File: src/rtl/formant_dp_pipe.sv
// Formant DP min stage: F(k,i) = min_j [E(j+1,i) + F(k-1,j)] with argmin backpointer, rows k = 1..min(i+1,k_max).
// Latency: one request per cycle, rows back to back; row result appears MEM_LATENCY+1 cycles after its last request.
// Backpressure: none; memories must answer in exactly MEM_LATENCY cycles. Optional FDP_SAT_EN makes the adder saturate.
module formant_dp_pipe #(
   parameter int BIT_WIDTH   = 32,
   parameter int I           = 160,
   parameter int FORMANTS    = 5,
   parameter int MEM_LATENCY = 2
) (
   input  logic                                clk_in,
   input  logic                                rst_n_in,
   input  logic                                begin_iter,
   input  logic [$clog2(I)-1:0]                i,
   input  logic [$clog2(FORMANTS+1)-1:0]       k_max,
   input  logic [BIT_WIDTH-1:0]                e_prev,
   input  logic [BIT_WIDTH-1:0]                f_prev,
   output logic                                req_valid,
   output logic [$clog2(FORMANTS+1)-1:0]       k_req,
   output logic signed [$clog2(I):0]           j_req,
   output logic                                output_valid,
   output logic [$clog2(FORMANTS+1)-1:0]       k_write,
   output logic [BIT_WIDTH-1:0]                f_data,
   output logic signed [$clog2(I):0]           b_data,
   output logic                                busy,
   output logic                                iter_done
);

   localparam int IW  = $clog2(I);
   localparam int IW1 = IW + 1;
   localparam int KW  = $clog2(FORMANTS + 1);
   localparam int JW  = IW + 1;
   localparam int TD  = MEM_LATENCY;

   localparam logic [BIT_WIDTH-1:0] INF    = '1;
   localparam logic signed [JW-1:0] J_ONE  = 1;
   localparam logic signed [JW-1:0] J_TWO  = 2;
   localparam logic signed [JW-1:0] J_NEG1 = -1;

   typedef enum logic [1:0] {S_IDLE, S_ISSUE, S_DRAIN} state_t;

   typedef struct packed {
      logic                 vld;
      logic [KW-1:0]        k;
      logic signed [JW-1:0] j;
      logic                 first;
      logic                 last;
   } tag_t;

   // Row k scans j from k-2 (which is -1 for k=1) up to i-1.
   function automatic logic signed [JW-1:0] start_j(input logic [KW-1:0] k);
      return $signed(JW'(k)) - J_TWO;
   endfunction

   state_t               state_q, state_d;
   logic [IW-1:0]        i_q, i_d;
   logic [KW-1:0]        kl_q, kl_d;
   logic [KW-1:0]        k_q, k_d;
   logic signed [JW-1:0] j_q, j_d;
   tag_t                 tag_q [TD];
   tag_t                 tag_d [TD];
   logic [BIT_WIDTH-1:0] acc_q, acc_d;
   logic signed [JW-1:0] bp_q, bp_d;
   logic                 out_vld_q, out_vld_d;
   logic [KW-1:0]        k_wr_q, k_wr_d;
   logic [BIT_WIDTH-1:0] f_q, f_d;
   logic signed [JW-1:0] b_q, b_d;
   logic                 done_q, done_d;

   logic                 req_vld;
   logic                 row_first;
   logic                 row_last;
   logic signed [JW-1:0] last_j;
   logic [KW-1:0]        kmax_eff;
   logic [IW1-1:0]       i_plus1;
   logic [KW-1:0]        kl_new;
   tag_t                 tag_in;
   tag_t                 ct;
   logic [BIT_WIDTH-1:0] sum;
   logic [BIT_WIDTH-1:0] cost;
   logic                 take;
   logic [BIT_WIDTH-1:0] new_acc;
   logic signed [JW-1:0] new_bp;

   // Row count is min(i+1, k_max), with k_max=0 read as 1.
   assign kmax_eff = (k_max == '0) ? KW'(1) : k_max;
   assign i_plus1  = {1'b0, i} + IW1'(1);
   assign kl_new   = (i_plus1 < IW1'(kmax_eff)) ? KW'(i_plus1) : kmax_eff;

   assign last_j    = $signed({1'b0, i_q}) - J_ONE;
   assign row_last  = (j_q == last_j);
   assign row_first = (j_q == start_j(k_q));

   // Sequencer: walks (k, j) one request per cycle and hops straight into the next row.
   always_comb begin
      state_d = state_q;
      i_d     = i_q;
      kl_d    = kl_q;
      k_d     = k_q;
      j_d     = j_q;
      req_vld = 1'b0;
      unique case (state_q)
         S_IDLE: begin
            if (begin_iter) begin
               i_d     = i;
               kl_d    = kl_new;
               k_d     = KW'(1);
               j_d     = J_NEG1;
               state_d = S_ISSUE;
            end
         end
         S_ISSUE: begin
            req_vld = 1'b1;
            if (row_last) begin
               if (k_q < kl_q) begin
                  k_d = k_q + KW'(1);
                  j_d = start_j(k_q + KW'(1));
               end else begin
                  state_d = S_DRAIN;
               end
            end else begin
               j_d = j_q + J_ONE;
            end
         end
         S_DRAIN: begin
            if (done_q) state_d = S_IDLE;
         end
         default: state_d = S_IDLE;
      endcase
   end

   // Request tag travels alongside the memory access so it lines up with e_prev/f_prev.
   always_comb begin
      tag_in       = '0;
      tag_in.vld   = req_vld;
      tag_in.k     = k_q;
      tag_in.j     = j_q;
      tag_in.first = row_first;
      tag_in.last  = row_last;
      tag_d[0]     = tag_in;
      for (int n = 1; n < TD; n++) tag_d[n] = tag_q[n-1];
   end

   assign ct = tag_q[TD-1];

`ifdef FDP_SAT_EN
   logic [BIT_WIDTH:0] sum_w;
   assign sum_w = {1'b0, e_prev} + {1'b0, f_prev};
   assign sum   = sum_w[BIT_WIDTH] ? INF : sum_w[BIT_WIDTH-1:0];
`else
   assign sum = e_prev + f_prev;
`endif

   // Cost of the candidate arriving now, then running min with strict compare so the lowest j keeps ties.
   always_comb begin
      cost = sum;
      if (ct.j == J_NEG1) begin
         cost = (ct.k == KW'(1)) ? e_prev : INF;
      end else if ((e_prev == INF) || (f_prev == INF)) begin
         cost = INF;
      end
      take    = ct.first || (cost < acc_q);
      new_acc = take ? cost : acc_q;
      new_bp  = take ? ct.j : bp_q;

      acc_d     = ct.vld ? new_acc : acc_q;
      bp_d      = ct.vld ? new_bp : bp_q;
      out_vld_d = ct.vld && ct.last;
      k_wr_d    = out_vld_d ? ct.k : k_wr_q;
      f_d       = out_vld_d ? new_acc : f_q;
      b_d       = out_vld_d ? new_bp : b_q;
      done_d    = out_vld_d && (ct.k == kl_q);
   end

   // All state; reset discards anything in flight.
   always_ff @(posedge clk_in or negedge rst_n_in) begin
      if (!rst_n_in) begin
         state_q   <= S_IDLE;
         i_q       <= '0;
         kl_q      <= '0;
         k_q       <= '0;
         j_q       <= '0;
         for (int n = 0; n < TD; n++) tag_q[n] <= '0;
         acc_q     <= '0;
         bp_q      <= '0;
         out_vld_q <= 1'b0;
         k_wr_q    <= '0;
         f_q       <= '0;
         b_q       <= '0;
         done_q    <= 1'b0;
      end else begin
         state_q   <= state_d;
         i_q       <= i_d;
         kl_q      <= kl_d;
         k_q       <= k_d;
         j_q       <= j_d;
         tag_q     <= tag_d;
         acc_q     <= acc_d;
         bp_q      <= bp_d;
         out_vld_q <= out_vld_d;
         k_wr_q    <= k_wr_d;
         f_q       <= f_d;
         b_q       <= b_d;
         done_q    <= done_d;
      end
   end

   assign req_valid    = req_vld;
   assign k_req        = req_vld ? k_q : '0;
   assign j_req        = req_vld ? j_q : '0;
   assign output_valid = out_vld_q;
   assign k_write      = k_wr_q;
   assign f_data       = f_q;
   assign b_data       = b_q;
   assign busy         = (state_q != S_IDLE);
   assign iter_done    = done_q;

endmodule
File: config.mk
export PLATFORM = sky130hd
export DESIGN_NAME = formant_dp_pipe
export DESIGN_NICKNAME = d
export VERILOG_FILES = /design/src/rtl/formant_dp_pipe.sv
export SDC_FILE = /design/constraint.sdc
export NUM_CORES = 1
export LEC_CHECK = 0
export ABC_CLOCK_PERIOD_IN_PS = 8720
export BUFFER_PORTS_ARGS = -buffer_cell sky130_fd_sc_hd__buf_2
export CAP_MARGIN = 40
export CELL_PAD_IN_SITES_DETAIL_PLACEMENT = 1
export CELL_PAD_IN_SITES_GLOBAL_PLACEMENT = 1
export CORE_MARGIN = 8
export CORE_UTILIZATION = 48
export CTS_BUF_LIST = sky130_fd_sc_hd__clkbuf_8 sky130_fd_sc_hd__clkbuf_16
export DETAILED_ROUTE_END_ITERATION = 8
export GPL_TIMING_DRIVEN = 0
export PLACE_DENSITY_LB_ADDON = 0.1
export SLEW_MARGIN = 20
export SYNTH_ARGS = -nofsm -noshare
export SYNTH_HDL_FRONTEND = slang
export SYNTH_SLANG_ARGS = --single-unit
File: constraint.sdc
create_clock -name clk_in -period 8.72 [get_ports clk_in]
set_clock_uncertainty 0.2 [all_clocks]
set_input_delay 1.744 -clock clk_in [delete_from_list [all_inputs] [get_ports clk_in]]
set_output_delay 1.744 -clock clk_in [all_outputs]
set_load 0.02 [all_outputs]
; Word level (Yosys, flattened, before mapping)
; Index checks and enable logic that the tools add are counted.
[word_totals]
latchBits = 0
ramBits = 0
ff_bits = 142
memories = 0
word_cells = 82
output_inout_bits = 60
romBits = 0
inputBits = 78
[classes]
n_reduce_logical = 12
add_sub_neg = 7
eq_ne = 15
div = 0
magnitude_cmp = 3
n_bitwise = 0
n_mul = 0
n_shift = 0
mux = 23
[ops]
columns = op, n
row1 = 32-bit two-way mux, 4
row2 = "32-bit == test, second input constant", 2
row3 = 9-bit two-way mux, 5
row4 = 32-bit adder, 1
row5 = 32-bit < comparator, 1
row6 = 3-bit two-way mux, 6
row7 = 9-bit one-hot mux with 2 select lines, 1
row8 = "2-bit != test, second input constant", 5
row9 = "8-bit by 1-bit adder with 9-bit output, second input constant", 1
row10 = "9-bit by 2-bit adder with 9-bit output, second input constant", 1
row11 = "9-bit by 1-bit == test with 1-bit output, second input constant", 1
row12 = 9-bit by 4-bit == test with 1-bit output, 1
row13 = 9-bit == test, 1
row14 = 9-bit by 3-bit < comparator with 1-bit output, 1
row15 = "8-bit by 1-bit subtractor with 9-bit output, second input constant", 1
row16 = 2-bit two-way mux, 4
row17 = 4-bit AND reduction, 2
row18 = "3-bit by 2-bit subtractor with 4-bit output, second input constant", 2
row19 = 2-bit one-hot mux with 3 select lines, 1
row20 = 3-bit one-hot mux with 2 select lines, 1
row21 = 2-bit nonzero test, 2
row22 = "3-bit by 1-bit adder with 3-bit output, second input constant", 1
row23 = "3-bit by 1-bit == test with 1-bit output, second input constant", 1
row24 = 3-bit == test, 1
row25 = 11 further kinds, 13

; Logic depth before layout (Yosys ltp)
[depth]
ltp_word = 7
depth_mapped = 22
ltp_nobuf = 21

; Worst setup path after synthesis
; OpenSTA, ideal clock, no wires.
[synth_timing]
path_type = input port to flip-flop
start = input port e_prev[0]
end = register acc_q[0]
path_buffers = 1
t_required_ns = 8.395
t_arrival_ns = 5.769
setup_slack_ns = 2.626
path_stages = 20
setup_ns = 0.125
cell_sequence = ha_1 fa_1 a21o_1 a221o_1 a221oi_1 and3_4 o31ai_4 a211oi_2 a21oi_2 xnor2_1 a21oi_1 ha_1 nand3_1 nor4_1 nand2_1 nor4_1 o21ai_1 o2111ai_1 buf_2 mux2_2
[synth_between]
elab_chain_cells = 7
word_cells_on_any_way = 9
cone_classes = 1 x add/sub / 1 x order compare / 1 x eq/ne / 4 x mux / 2 x reduce/logical
[synth_rtl]
columns = element, line
row1 = from (decl), 15  ; input logic [BIT_WIDTH-1:0] e_prev,
row2 = "parallel branches: the longest is 3 deep, another holds 32-bit adder", -
row3 = 32-bit two-way mux (*), 156  ; if (ct.j == J_NEG1) begin
row4 = 32-bit < comparator, 161  ; take = ct.first || (cost < acc_q);
row5 = 1-bit logical OR, 161
row6 = 32-bit two-way mux (*), 162  ; new_acc = take ? cost : acc_q;
row7 = to (signal assigned), 183  ; acc_q <= '0;
row8 = to (signal assigned), 197  ; acc_q <= acc_d;
row9 = to (decl), 61  ; logic [BIT_WIDTH-1:0] acc_q, acc_d;
; Every way passes the cells marked *.
; A chain may end at the register's enable or synchronous reset.

; Final worst setup path
[layout_timing]
start = input port e_prev[0]
end = register f_q[16], in the netlist f_data[16]
[layout_between]
elab_chain_cells = 7
word_cells_on_any_way = 9
cone_classes = 1 x add/sub / 1 x order compare / 1 x eq/ne / 4 x mux / 2 x reduce/logical
[layout_rtl]
columns = element, line
row1 = "parallel branches: the longest is 3 deep, another holds 32-bit adder", -
row2 = 32-bit two-way mux (*), 156
row3 = 32-bit < comparator, 161
row4 = 1-bit logical OR, 161
row5 = 32-bit two-way mux (*), 162
row6 = to (signal assigned), 187  ; f_q <= '0;
row7 = to (signal assigned), 201  ; f_q <= f_d;
row8 = to (decl), 65  ; logic [BIT_WIDTH-1:0] f_q, f_d;
; Marks and branches as above.

==> results.txt <==
* Yosys reg bits: 142
- Ranking of synthesized cells by instance count: sky130_fd_sc_hd__dfrtp_1, sky130_fd_sc_hd__nand2_1, sky130_fd_sc_hd__o21ai_0
- Internal power comes to around 2.1 mW.
* Pins over their slew limit: 0
- The tightest min-delay check is of the reg -> reg type.
- Type of origin of the critical path: input port
- Clock latency at the later pin of the worst-skew pair: approximately 0.43 ns
- # port buffers: around 140
- The number of antenna violations at the first check in global routing is 1.
- Total power divided by cell area: ~350 nW/um^2
* Count of vias placed by the detailed router: 7,941
- Count of cell types in the netlist: 64
- Residual overflow from global routing: 0
* Synthesized netlist net count: 1,105
- The clock period could shrink to roughly 7.1 ns.
- The initial utilization of the core area, before any placement, comes to 48.5%.
- Endpoint arrival time on the critical path: 7.15 ns
- Setup violations remaining at the end of the flow were counted as 0.
- The number of clock buffers added by TritonCTS is 17.
- Number of global-route vias before repair: 8,722
- Synthesized instance count: between 900 and 1k
- Across every metal layer, demand over resource in global routing totals about a quarter.
- Compared with the post-synthesis result, the final layout area differs by 17.7%.
* Critical path, cell by cell: buf_2 > ha_1 > fa_1 > a21o_1 > a221o_1 > a221oi_1 > and3_4 > o31ai_4 > a211oi_2 > a21oi_2 > xnor2_1 > a21oi_1 > ha_1 > nand3_1 > nor4_1 > nand2_1 > nor4_1 > o21ai_1 > o211ai_1 > buf_4 > mux2i_1 > o21ai_0
* Worst-path maximum fanout: 10
* Buffers & Inverters on Critical Path: 2
- Die boundary height: around 150 um
* Quantity of hold-fixing buffers added after cts: 0
- Max-cap check violation count: 0
* Family with the most delay on the worst path: compound AO/OA/AOI/OAI gates
* Netlist Area Pre-Place: 9020 um^2
- Measured against its own limit, the worst slew margin works out to between 50% and 60%.
- In this run the critical register-to-register path is captured at f_data[16].
- Sequential cells were found to cover 39.4% of the synthesized design area.
* Master of the slowest instance on the critical path: sky130_fd_sc_hd__fa_1
- The synthesized design contains 0 enable-type register cells.
* Leading cell type by number of instances after synthesis: sky130_fd_sc_hd__dfrtp_1
- Net load switching power: roughly 1.6 mW
- The core region is 18,600 um^2.
- Category of the most critical setup path: in -> reg
- Hold Violations, Final: 0
- Measured along the x axis, the die boundary spans 153 um.
* Max H-tree Level: 4
* Period utilisation layout: 81.1%
- Static timing analysis puts the maximum clock frequency at roughly 140 MHz.
* Iteration-0 DRC count of the detailed router: approximately 330
- Layout cells sized above 1: between 20% and 30%
* Detail-routed net length per standard cell: 20.3 um
- The analysis attributes to cell leakage a power of 5.10 nW.
* Unrepaired setup endpoints after global routing: false
* Sum of negative setup slack: 0 ns
- Last weighted congestion value of the routability-driven placer: ~0.94
* Critical register-to-register path startpoint: ct[8]
- The share of synthesized area in the top cell type comes to 39.4%.
* PostCTS Resize Cnt: 0
- The die covers 23,400 um^2.
- DP Wirelength: 21,300 um
- Total routed wirelength: 27,500 um
* Maximum number of pins on one net before global-route repair: 101
- Relative contribution of sequential cells to total power: a little under a third
- Power Total: around 3.7 mW
* Instance count on the critical path: 22
- Rows: 50
- Of the total power, combinational logic draws about half.
- Category of the worst setup path capture point: flip-flop
* Maximum vdd ir drop: about 0.00022 V
* Largest buffer count on any clock path: 2
- Synth Flop Type: sky130_fd_sc_hd__dfrtp_1
* Library cell occupying the most area in the post-synthesis netlist: sky130_fd_sc_hd__dfrtp_1
- Last element of the critical path: f_data[16]
- In the final design database the tool counted 1,262 nets.
- Global-route wire length before repair: 45,400 um
- around 140 I/O pins were placed.
* Post-route ant nets: 0
* Critical path launch point: e_prev[0]
- Averaged over all synthesized cells, the footprint is about 9.5 um^2.
* CTS clock-pin slew for the worst setup and hold paths: 0.07 ns
- Number of fill cells: roughly 2.2k
- At the pin with the least slew margin, the transition time is between 0.6 and 0.7 ns.
* Yosys warning count: 0
- After detailed routing, the number of remaining DRC violations is 0.
* Req. time, crit path: just under 9 ns
* Run status: completed
* Largest cells by area after synthesis: sky130_fd_sc_hd__dfrtp_1, sky130_fd_sc_hd__ha_1, sky130_fd_sc_hd__mux2_2
* Maximum cell stage delay along the critical path: 0.42 ns
- The number of cells on the worst reg-to-reg path is 16.
- Proportion of total power due to net switching: 42.6%
- The tree built by TritonCTS fans out to 142 sinks.
* Clk root buf: sky130_fd_sc_hd__clkbuf_16
- Synth async-reset ratio: between 90% and 100%
* Initial DRT Pass Iterations: 4
* Fraction of power consumed by the clock network: 18.8%
- Number of vias per cell after detailed routing: between 5 and 6
- TritonCTS built the clock tree.
- Setup Fix Bufs, Post-CTS: 0
- Minimum setup slack among reg-to-reg paths: 3.65 ns
## sequential cells by signal, summed over array words and instances (netlist names)
| signal | count |
|---|---|
| tag_d | 15 |
| j_q | 9 |
| k_q | 3 |
| iter_done | 1 |
| acc_q | 32 |
| ct | 15 |
| state_q | 2 |
| k_write | 3 |
| bp_q | 9 |
| b_data | 9 |
| i_q | 8 |
| f_data | 32 |
| output_valid | 1 |
| kl_q | 3 |
## power by group through the flow
stage / Clock [mW] / Combinational (mW) / Sequential [mW]
final: 0.699 / 1.86 / 1.17
after global routing: 0.736 / 2.06 / 1.21
after CTS: 0.713 / 1.88 / 1.17
after detailed placement: 0 / 1.84 / 1.18
after global placement: 0 / 1.78 / 1.15
after floorplan: 0 / 1.25 / 1.20
## metrics by stage
stage	hold WS (ns)	instances	cell area (um^2)	util (%)	setup WS, ns
4_1_cts	0.146	1357	10600	57.1	1.75
6_report	0.144	1359	10600	57.1	1.65
3_5_place_dp	0.136	1325	10000	54.0	1.39
3_3_place_gp	0.132	1324	9990	53.8	1.52
5_1_grt	0.157	1359	10600	57.1	1.29
2_1_floorplan	0.131	954	9020	-	2.63
## cells by family (layout without fill, tap and decap cells)
logic type               Yosys count  after routing  synth area share (%)
AO/OA/AOI/OAI                    247            247                  16.7
XOR/XNOR                          42             42                  4.08
adder cells (fa/ha/maj)           73             73                  10.2
buffers and inverters             99            269                  4.45
flip-flops                       142            142                  39.4
multiplexers                      97             97                  11.5
other                              0              1                     0
AND/OR/NAND/NOR                  254            254                  13.7
## cell type report
cell class	count	area, um^2	share of cell area [%]
Multi-Input combinational cell	713	5060	47.7
Sequential cell	142	3550	33.5
Timing Repair Buffer	138	726	6.84
Clock buffer	17	425	4.01
Tap cell	234	293	2.76
Inverter	60	225	2.12
Buffer	39	176	1.66
Clock inverter	15	148	1.39
Antenna cell	1	2.50	0.0236
## cells in the final DEF, fill, tap and decap left out, types with 4 or more instances in the layout
master and n:
sky130_fd_sc_hd__dfrtp_1 142, sky130_fd_sc_hd__buf_2 140, sky130_fd_sc_hd__nand2_1 83, sky130_fd_sc_hd__o21ai_0 83, sky130_fd_sc_hd__a21oi_1 75, sky130_fd_sc_hd__ha_1 72
sky130_fd_sc_hd__inv_1 59, sky130_fd_sc_hd__nor2_1 57, sky130_fd_sc_hd__mux2_2 50, sky130_fd_sc_hd__mux2i_1 47, sky130_fd_sc_hd__clkbuf_1 26, sky130_fd_sc_hd__nand4_1 24
sky130_fd_sc_hd__xnor2_1 21, sky130_fd_sc_hd__nand3_1 21, sky130_fd_sc_hd__xor2_1 21, sky130_fd_sc_hd__a21o_1 20, sky130_fd_sc_hd__clkbuf_16 17, sky130_fd_sc_hd__nor3_1 12
sky130_fd_sc_hd__and3_1 12, sky130_fd_sc_hd__and2_1 12, sky130_fd_sc_hd__nor4_1 10, sky130_fd_sc_hd__a31oi_1 9, sky130_fd_sc_hd__nand2b_1 7, sky130_fd_sc_hd__o31ai_1 6
sky130_fd_sc_hd__a22o_1 6, sky130_fd_sc_hd__o22a_1 5, sky130_fd_sc_hd__buf_4 5, sky130_fd_sc_hd__inv_6 5, sky130_fd_sc_hd__nand3b_1 4, sky130_fd_sc_hd__o211ai_1 4
sky130_fd_sc_hd__a211oi_1 4, sky130_fd_sc_hd__a211o_1 4, sky130_fd_sc_hd__o21bai_1 4
## worst min-delay path by stage
stage	startpoint	end	slack [ns]	depth (start not counted)
final	tag_d[5]	ct[5]	0.14	0
after global routing	tag_d[11]	ct[11]	0.16	0
after CTS	tag_d[5]	ct[5]	0.15	0
after detailed placement	tag_d[0]	ct[0]	0.14	0
after global placement	tag_d[7]	ct[7]	0.13	0
after floorplan	tag_d[0]	ct[0]	0.13	0
## per-layer routing
layer  global-route usage [%]  part of all wire, %
met1                     29.8                   44
met2                     40.8                   49
met3                     4.54                  4.5
met4                     8.62                  2.5
met5                        0                    0
Power figures use the tool's default switching activity.
